File: config.mk
export PLATFORM = sky130hd
export DESIGN_NAME = seq_detect_ctrl
export DESIGN_NICKNAME = d
export VERILOG_FILES = /design/src/rtl/seq_det_pkg.sv /design/src/rtl/seq_shift_match.sv /design/src/rtl/seq_detect_ctrl.sv
export SDC_FILE = /design/constraint.sdc
export NUM_CORES = 1
export LEC_CHECK = 0
export BUFFER_PORTS_ARGS = -buffer_cell sky130_fd_sc_hd__buf_2
export CORE_MARGIN = 2
export CORE_UTILIZATION = 30
export CTS_CLUSTER_DIAMETER = 120
export DETAILED_ROUTE_END_ITERATION = 8
export HOLD_SLACK_MARGIN = 0.06
export PLACE_DENSITY_LB_ADDON = 0.2
export SLEW_MARGIN = 20
export SYNTH_ARGS = -nofsm -noshare
export SYNTH_HDL_FRONTEND = slang
export SYNTH_SLANG_ARGS = --single-unit
File: constraint.sdc
create_clock -name clk -period 3.1 [get_ports clk]
set_clock_uncertainty 0.05 [all_clocks]
set_input_delay 0.155 -clock clk [delete_from_list [all_inputs] [get_ports clk]]
set_output_delay 0.155 -clock clk [all_outputs]
set_load 0.02 [all_outputs]
File: src/rtl/seq_det_pkg.sv
// Shared types and reset-default configuration for the serial pattern detector.
package seq_det_pkg;

    typedef enum logic [1:0] {
        S_IDLE,
        S_ARMED,
        S_DONE
    } state_t;

    localparam int unsigned DEF_PATTERN = 32'h5;  // 'b101
    localparam int unsigned DEF_LEN     = 3;
    localparam logic        DEF_OVERLAP = 1'b1;
    localparam int unsigned DEF_TARGET  = 0;

endpackage

File: src/rtl/seq_shift_match.sv
// History shift register, fill counter and length-masked comparator.
// hit reflects the value that would be held after shifting bit_in in.
module seq_shift_match #(
    parameter int unsigned MAX_LEN = 8,
    parameter int unsigned LEN_W   = 4
) (
    input  logic               clk,
    input  logic               rst,
    input  logic               shift,
    input  logic               clear,
    input  logic               overlap,
    input  logic               bit_in,
    input  logic [LEN_W-1:0]   len,
    input  logic [MAX_LEN-1:0] pattern,
    output logic               hit
);

    logic [MAX_LEN-1:0] hist;
    logic [MAX_LEN-1:0] hist_next;
    logic [MAX_LEN-1:0] mask;
    logic [LEN_W-1:0]   fill;
    logic [LEN_W:0]     fill_inc;

    always_comb begin
        hist_next = {hist[MAX_LEN-2:0], bit_in};
        mask      = '0;
        for (int i = 0; i < MAX_LEN; i++) begin
            if (i < int'(len)) begin
                mask[i] = 1'b1;
            end
        end
        fill_inc = {1'b0, fill} + 1'b1;
        hit      = shift && (fill_inc >= {1'b0, len}) && (((hist_next ^ pattern) & mask) == '0);
    end

    always_ff @(posedge clk or posedge rst) begin
        if (rst) begin
            hist <= '0;
            fill <= '0;
        end else if (clear) begin
            hist <= '0;
            fill <= '0;
        end else if (shift) begin
            hist <= hist_next;
            // Non-overlapping mode: the next match must be built from fresh bits.
            if (hit && !overlap) begin
                fill <= '0;
            end else if (fill < LEN_W'(MAX_LEN)) begin
                fill <= fill + 1'b1;
            end
        end
    end

endmodule

File: src/rtl/seq_detect_ctrl.sv
// Programmable serial-pattern detection controller: config registers, run FSM,
// saturating match counter and registered status outputs.
module seq_detect_ctrl
    import seq_det_pkg::*;
#(
    parameter int unsigned MAX_LEN = 8,
    parameter int unsigned LEN_W   = 4,
    parameter int unsigned CNT_W   = 8
) (
    input  logic               clk,
    input  logic               rst,
    input  logic               cfg_we,
    input  logic [MAX_LEN-1:0] cfg_pattern,
    input  logic [LEN_W-1:0]   cfg_len,
    input  logic               cfg_overlap,
    input  logic [CNT_W-1:0]   cfg_target,
    input  logic               start,
    input  logic               abort,
    input  logic               bit_valid,
    input  logic               bit_in,
    output logic               busy,
    output logic               match,
    output logic [CNT_W-1:0]   match_count,
    output logic               done,
    output logic               cfg_err
);

    state_t             state;
    logic [MAX_LEN-1:0] pattern_q;
    logic [LEN_W-1:0]   len_q;
    logic               overlap_q;
    logic [CNT_W-1:0]   target_q;

    logic               shift;
    logic               clear;
    logic               hit;
    logic               len_ok;
    logic [CNT_W-1:0]   count_next;

    always_comb begin
        shift      = (state == S_ARMED) && bit_valid && !abort;
        clear      = start && (state != S_ARMED) && !abort;
        len_ok     = (cfg_len != '0) && (cfg_len <= LEN_W'(MAX_LEN));
        count_next = (match_count == '1) ? match_count : match_count + 1'b1;
    end

    seq_shift_match #(
        .MAX_LEN (MAX_LEN),
        .LEN_W   (LEN_W)
    ) u_shift_match (
        .clk     (clk),
        .rst     (rst),
        .shift   (shift),
        .clear   (clear),
        .overlap (overlap_q),
        .bit_in  (bit_in),
        .len     (len_q),
        .pattern (pattern_q),
        .hit     (hit)
    );

    always_ff @(posedge clk or posedge rst) begin
        if (rst) begin
            state       <= S_IDLE;
            pattern_q   <= MAX_LEN'(DEF_PATTERN);
            len_q       <= LEN_W'(DEF_LEN);
            overlap_q   <= DEF_OVERLAP;
            target_q    <= CNT_W'(DEF_TARGET);
            busy        <= 1'b0;
            match       <= 1'b0;
            match_count <= '0;
            done        <= 1'b0;
            cfg_err     <= 1'b0;
        end else begin
            match   <= 1'b0;
            cfg_err <= 1'b0;
            if (cfg_we) begin
                if ((state == S_IDLE) && len_ok) begin
                    pattern_q <= cfg_pattern;
                    len_q     <= cfg_len;
                    overlap_q <= cfg_overlap;
                    target_q  <= cfg_target;
                end else begin
                    cfg_err <= 1'b1;
                end
            end
            if (abort) begin
                state <= S_IDLE;
                busy  <= 1'b0;
                done  <= 1'b0;
            end else if (start && (state != S_ARMED)) begin
                state       <= S_ARMED;
                busy        <= 1'b1;
                done        <= 1'b0;
                match_count <= '0;
            end else if (shift && hit) begin
                match       <= 1'b1;
                match_count <= count_next;
                if ((target_q != '0) && (count_next == target_q)) begin
                    state <= S_DONE;
                    busy  <= 1'b0;
                    done  <= 1'b1;
                end
            end
        end
    end

endmodule

# ---- Word level (Yosys, flattened, before mapping)
# Cells that the tools add are included.
dict set report op_classes {
  muxes 34
  bitwise_logic 3
  n_addsub 3
  n_reduce_logical 26
  eq_ne 4
  n_lt_le_gt_ge 11
}
# operator count
set ops {}
lappend ops {{$mux 8} 3}
lappend ops {{$mux 1} 21}
lappend ops {{$lt 3x4->1 const A} 4}
lappend ops {{$mux 4} 4}
lappend ops {{$mux 7} 2}
lappend ops {{$logic_and 1x1->1} 11}
lappend ops {{$reduce_bool 3->1} 3}
lappend ops {{$add 8x1->8 const B} 1}
lappend ops {{$and 8x8->8} 1}
lappend ops {{$eq 8x8->1} 1}
lappend ops {{$eq 8x8->1 const B} 1}
lappend ops {{$logic_not 8->1} 1}
lappend ops {{$lt 1x4->1 const A} 2}
lappend ops {{$lt 2x4->1 const A} 2}
lappend ops {{$mux 2} 4}
lappend ops {{$reduce_and 2->1} 4}
lappend ops {{$reduce_bool 8->1} 1}
lappend ops {{$xor 8x8->8} 1}
lappend ops {{$add 4x1->5 const B} 1}
lappend ops {{$ge 5x4->1} 1}
lappend ops {{$add 4x1->4 const B} 1}
lappend ops {{$le 4x4->1 const B} 1}
lappend ops {{$lt 4x4->1 const B} 1}
lappend ops {{$reduce_bool 2->1} 2}
lappend ops {{other kinds (6)} 7}
dict set report totals {
  elab_cells 93
  in_bits 28
  output_inout_bits 12
  reg_bits 46
}

# ---- Longest topological paths before layout
dict set report logic_depth {
  ltp_word 9
  depth_mapped 10
  mapped_depth_nobuf 8
}

# ---- Modules after synthesis
# Synthesis repeated with hierarchy kept, for this count alone.
dict set report hier_totals {
  hier_cells 234
  area_unflattened_um2 2462.4
}
# mod n_inst area_each_um2 cells_each seq_area_each_um2
set modules_own_cells {}
lappend modules_own_cells {seq_detect_ctrl 1 1686.6 150 832.0}
lappend modules_own_cells {seq_shift_match 1 775.7 84 275.3}

# ---- Least setup slack after synthesis
# OpenSTA, ideal clock, no wires.
dict set report synth_timing {
  path_kind {flip-flop to flip-flop}
  start {register match_count[1]}
  end {register done}
  path_buffers 0
  required_ns 2.985
  setup_time_ns 0.065
  arrival_ns 2.362
  path_slack_ns 0.623
  path_stages_with_launch 9
  period_less_slack_ns 2.477
  path_cell_list {dfrtp_1 > ha_1 > and3_4 > and3_4 > or3_1 > o311ai_1 > or4_1 > a2111oi_2 > o21a_1}
}
dict set report synth_via {
  elab_chain_len 6
  elab_cells_between_ends 7
  classes_between {1 x add/sub; 2 x eq/ne; 1 x mux; 3 x reduce/logical}
}
# item line_no
set synth_rtl {}
lappend synth_rtl {{start: declaration} seq_detect_ctrl.sv:23} ;# output logic [CNT_W-1:0] match_count,
lappend synth_rtl {{start signal: assignment} seq_detect_ctrl.sv:98} ;# match_count <= count_next;
lappend synth_rtl {{$add 8x1->8 / $eq 8x8->1 (equally long branches)} seq_detect_ctrl.sv:44} ;# count_next = (match_count == '1) ? match_count : match_count + 1'b1;
lappend synth_rtl {{$mux 8 *} seq_detect_ctrl.sv:44}
lappend synth_rtl {{$eq 8x8->1 *} seq_detect_ctrl.sv:99} ;# if ((target_q != '0) && (count_next == target_q)) begin
lappend synth_rtl {{$logic_and 1x1->1 *} seq_detect_ctrl.sv:99}
lappend synth_rtl {{$reduce_bool 3->1 (no line) *} -}
lappend synth_rtl {{$reduce_and 2->1 (no line) *} -}
lappend synth_rtl {{end signal: assignment} seq_detect_ctrl.sv:90} ;# done <= 1'b0;
lappend synth_rtl {{end signal: assignment} seq_detect_ctrl.sv:94} ;# done <= 1'b0;
lappend synth_rtl {{end signal: assignment} seq_detect_ctrl.sv:102} ;# done <= 1'b1;
lappend synth_rtl {{end: declaration} seq_detect_ctrl.sv:24} ;# output logic done,
# Every way passes the cells marked *; elsewhere a longest branch is shown, timed or not.
# A chain may end at the register's enable or synchronous reset.

# ---- Worst setup path after layout
# Same ends and word-level chain as after synthesis.

==> impl_summary.log <==
INFO  metric status = finished clean
INFO  metric worstHoldEndpoint = len_q[3]
INFO  metric cts-htree-levels = 2
INFO  metric detailed_place.area = ~2800 µm²
INFO  metric yosysUniqueCellTypes = 53
INFO  metric drt_pass1_iterations = 4
INFO  metric number_of_buffers_between_clock_root_and_the_deepest_sink = 2
INFO  metric core_region_area = 8180 µm²
INFO  metric nNetsFinal = about 350
INFO  metric postSynthCellCount = 250
INFO  metric synth_edf_count = 0
INFO  metric post-route-min-period = 2800 ps
INFO  metric wire_length_of_the_first_global_routing_pass = 9910 µm
INFO  metric place_congestion = ~0.84
INFO  metric drt.antenna.violating_nets = 0
INFO  metric rsz0062_at_grt = no
INFO  metric route.final.wire_length = between 5000 and 6000 µm
INFO  metric die-area = 9160 µm²
INFO  metric die_width = 95.7 µm
INFO  metric placementRows = 33
INFO  metric r2r_slack = 300 ps
INFO  metric antenna_violations_before_repair = 0
INFO  metric min-delay-path-class = in2reg
INFO  metric setup_violations = 0
INFO  metric timing_worst_slew_pin_value = a little over 1000 ps
INFO  metric syn2layout_area_growth = 25.2%
INFO  metric timing.setup.critical_path_class = reg2reg
INFO  metric hold-path-cell-count = 2
INFO  metric synthesis.area = around 2500 µm²
INFO  metric cp_max_fo = 11
INFO  metric antenna_cells = 0
INFO  metric worst_slew_margin_rel = 31.0%
INFO  metric post_synth.cell_area_avg = 10.1 µm²
INFO  metric power.density_cell_area = 494 nW/µm²
INFO  metric remaining_drc_errors = 0
INFO  metric grt_use_total = between 10% and 20%
INFO  metric slew_violations = 0
INFO  metric ys_warn_count = 0
INFO  metric timing.setup.tns = 0 ps
INFO  metric worst_hold_startpoint = cfg_len[3]
INFO  metric final.setup.worst_slack = approximately 300 ps
INFO  metric place_hpwl = 4280 µm
INFO  metric grt_start_max_net_pins = 45
INFO  metric final_hold_viol_count = 0
INFO  metric synth_seq_area_share = 43.9%
INFO  metric num_vias = 2026
INFO  metric avgViaCountPerCell = 4.85
INFO  metric tritoncts_clock_tree = yes
INFO  metric drt-initial-drc-count = 60
INFO  metric fmax = 0.357 GHz
INFO  metric maxCapViolCount = 0
INFO  metric routedWlPerCell = between 10 and 15 µm
INFO  metric die-height = 95.7 µm
INFO  metric timing.critical_path.from_type = flip-flop
INFO  metric critical_path_required = ~3300 ps
INFO  metric grt_pass1_vias = 2009
INFO  metric overflow = 0
INFO  metric synth_flop_cell = sky130_fd_sc_hd__dfrtp_1
INFO  metric crit_arrival = 2990 ps
INFO  metric insertion_delay = 300 ps
INFO  metric vdd_ir_drop_max = 0.232 mV
INFO  metric floorplan.initialDensity = 30.9%
INFO  metric pre_cts_ws = ~320 ps
INFO  metric critical_path.reg2reg.endpoint = done
INFO  metric num_io_pins = 40
INFO  metric totalPowerFinal = around 1.6 mW
INFO  metric rr_startpoint = match_count[1]
INFO  metric worst_hold_slack = 73.2 ps
INFO  metric leakage = 1.37 nW
INFO  metric cts_inserted_buffers = 5
INFO  metric cts.sink_count = 44
INFO  metric worst_setup_path_end_kind = flip-flop
INFO  metric syn-num-nets = 284
INFO  metric ff2ff_path_depth = 8
INFO  metric cts_root_buffer = sky130_fd_sc_hd__clkbuf_8
INFO  metric timing.final.crit_share = between 90% and 100%
INFO  metric cts.reportedPaths.clkPinSlew = 90 ps
INFO  metric postSynthRegisterBits = between 40 and 50
INFO  metric design_area = 3160 µm²
INFO  metric share_of_synthesized_registers_carrying_an_async_set_or_reset = between 90% and 100%
INFO  metric layout_cell_share_with_drive_strength_beyond_1 = 28.4%
INFO  metric quantity_of_i_o_buffers_inserted_on_ports = 39
-- worst max path at each step --
stage                        start  endpoint  slack, ps  cells after the start
global placement    match_count[1]      done        290                      8
global route        match_count[1]      done        100                      8
floorplan           match_count[1]      done        620                      8
CTS                 match_count[1]      done        300                      8
detailed placement  match_count[1]      done        320                      8
finish              match_count[1]      done        300                      8
-- cells by family (layout without fill, tap and decap cells) --
| group | Yosys count | count (layout) | synth area share, % |
|---|---|---|---|
| mux | 25 | 25 | 11.0 |
| simple gates | 85 | 85 | 18.2 |
| compound gates | 56 | 56 | 14.7 |
| fa+ha+maj | 6 | 6 | 2.97 |
| flops | 44 | 44 | 43.9 |
| xor+xnor | 16 | 16 | 5.55 |
| buf+inv | 18 | 81 | 3.72 |
-- placed cells by master, fill, tap and decap left out, types with 3 or more instances in the layout --
| master | Yosys | routed |
|---|---|---|
| sky130_fd_sc_hd__inv_1 | 8 | 7 |
| sky130_fd_sc_hd__a21oi_1 | 20 | 20 |
| sky130_fd_sc_hd__dfstp_2 | 5 | 5 |
| sky130_fd_sc_hd__a21o_1 | 3 | 3 |
| sky130_fd_sc_hd__nand2b_1 | 3 | 3 |
| sky130_fd_sc_hd__xor2_1 | 8 | 8 |
| sky130_fd_sc_hd__and3_4 | 3 | 3 |
| sky130_fd_sc_hd__nor3_1 | 9 | 9 |
| sky130_fd_sc_hd__ha_1 | 6 | 6 |
| sky130_fd_sc_hd__mux2_2 | 21 | 21 |
| sky130_fd_sc_hd__mux2i_1 | 4 | 4 |
| sky130_fd_sc_hd__xnor2_1 | 8 | 8 |
| sky130_fd_sc_hd__nor2b_1 | 4 | 4 |
| sky130_fd_sc_hd__a211oi_1 | 4 | 4 |
| sky130_fd_sc_hd__o21ai_0 | 8 | 8 |
| sky130_fd_sc_hd__nand3_1 | 7 | 7 |
| sky130_fd_sc_hd__a31oi_1 | 4 | 4 |
| sky130_fd_sc_hd__nor2_1 | 15 | 15 |
| sky130_fd_sc_hd__clkbuf_8 | 0 | 6 |
| sky130_fd_sc_hd__buf_2 | 0 | 39 |
| sky130_fd_sc_hd__dlygate4sd3_1 | 0 | 23 |
| sky130_fd_sc_hd__dfrtp_1 | 39 | 39 |
| sky130_fd_sc_hd__nand2_1 | 26 | 26 |
| sky130_fd_sc_hd__buf_4 | 1 | 3 |
-- state kept, by name (all words and copies together), names as in the netlist, 4 cells and up --
name	cells
pattern_q	8
u_shift_match.hist	7
u_shift_match.fill	4
target_q	8
len_q	4
match_count	8
-- where the power goes --
| part | internal, mW | switching, mW |
|---|---|---|
| registers | 0.660 | 0.0880 |
| logic | 0.185 | 0.154 |
| clock network | 0.264 | 0.211 |
-- area by class of cell --
type,count,area (µm²)
clock inverter,2,38.8
clock buffer,6,82.6
inverter,8,30.0
fill,844,5010
timing repair buffer,65,448
tap,105,131
sequential,44,1110
multi-input combinational,188,1320
-- critical path, cell delays in order (launching register included) --
cell and delay, ps:
sky130_fd_sc_hd__dfrtp_1 490, sky130_fd_sc_hd__ha_1 330, sky130_fd_sc_hd__and3_4 250, sky130_fd_sc_hd__nand3_2 230, sky130_fd_sc_hd__mux2i_1 300, sky130_fd_sc_hd__nor2_1 50
sky130_fd_sc_hd__or4_1 450, sky130_fd_sc_hd__a2111oi_2 430, sky130_fd_sc_hd__o21a_1 160
-- repair_timing --
action	CTS	global route
buffers inserted	0	0
resized for setup	0	0
endpoints found under the setup margin	0	0
endpoints found under the hold margin	60	0
hold buffers	23	0
-- cell usage after synthesis (2+ instances only) --
master                     instances  area share [%]
sky130_fd_sc_hd__nand2b_1          3            0.74
sky130_fd_sc_hd__nor2_1           15             2.2
sky130_fd_sc_hd__nand2_1          26             3.9
sky130_fd_sc_hd__nor4b_1           2            0.69
sky130_fd_sc_hd__inv_1             8             1.2
sky130_fd_sc_hd__dfrtp_1          39              39
sky130_fd_sc_hd__nor4_1            2            0.50
sky130_fd_sc_hd__nor2b_1           4            0.99
sky130_fd_sc_hd__or3_1             2            0.50
sky130_fd_sc_hd__mux2i_1           4             1.6
sky130_fd_sc_hd__o31ai_1           2            0.59
sky130_fd_sc_hd__ha_1              6             3.0
sky130_fd_sc_hd__o21ai_0           8             1.6
sky130_fd_sc_hd__o21bai_1          2            0.59
sky130_fd_sc_hd__clkbuf_1          5            0.74
sky130_fd_sc_hd__a21oi_1          20             4.0
sky130_fd_sc_hd__and3_4            3             1.3
sky130_fd_sc_hd__nor3_1            9             1.8
sky130_fd_sc_hd__nand3_1           7             1.4
sky130_fd_sc_hd__xnor2_1           8             2.8
sky130_fd_sc_hd__a31oi_1           4            0.99
sky130_fd_sc_hd__xor2_1            8             2.8
sky130_fd_sc_hd__dfstp_2           5             5.2
sky130_fd_sc_hd__a21o_1            3            0.89
sky130_fd_sc_hd__buf_6             3             1.3
sky130_fd_sc_hd__a311oi_1          2            0.69
sky130_fd_sc_hd__a211oi_1          4             1.2
sky130_fd_sc_hd__mux2_2           21             9.4
-- routing by layer --
layer / GRT usage, % / routed length (µm)
met2: 22.6 / 2630
met4: 3.57 / 56
met5: 0 / 0
met3: 2.58 / 177
met1: 19.8 / 3010
-- per-stage QoR --
| stage | std cells | utilization [%] |
|---|---|---|
| finish | 418 | 38.7 |
| floorplan | 250 | - |
| global route | 418 | 38.7 |
| detailed placement | 387 | 34.4 |
| CTS | 418 | 38.7 |
| global placement | 387 | 34.4 |
Power figures use the tool's default switching activity.
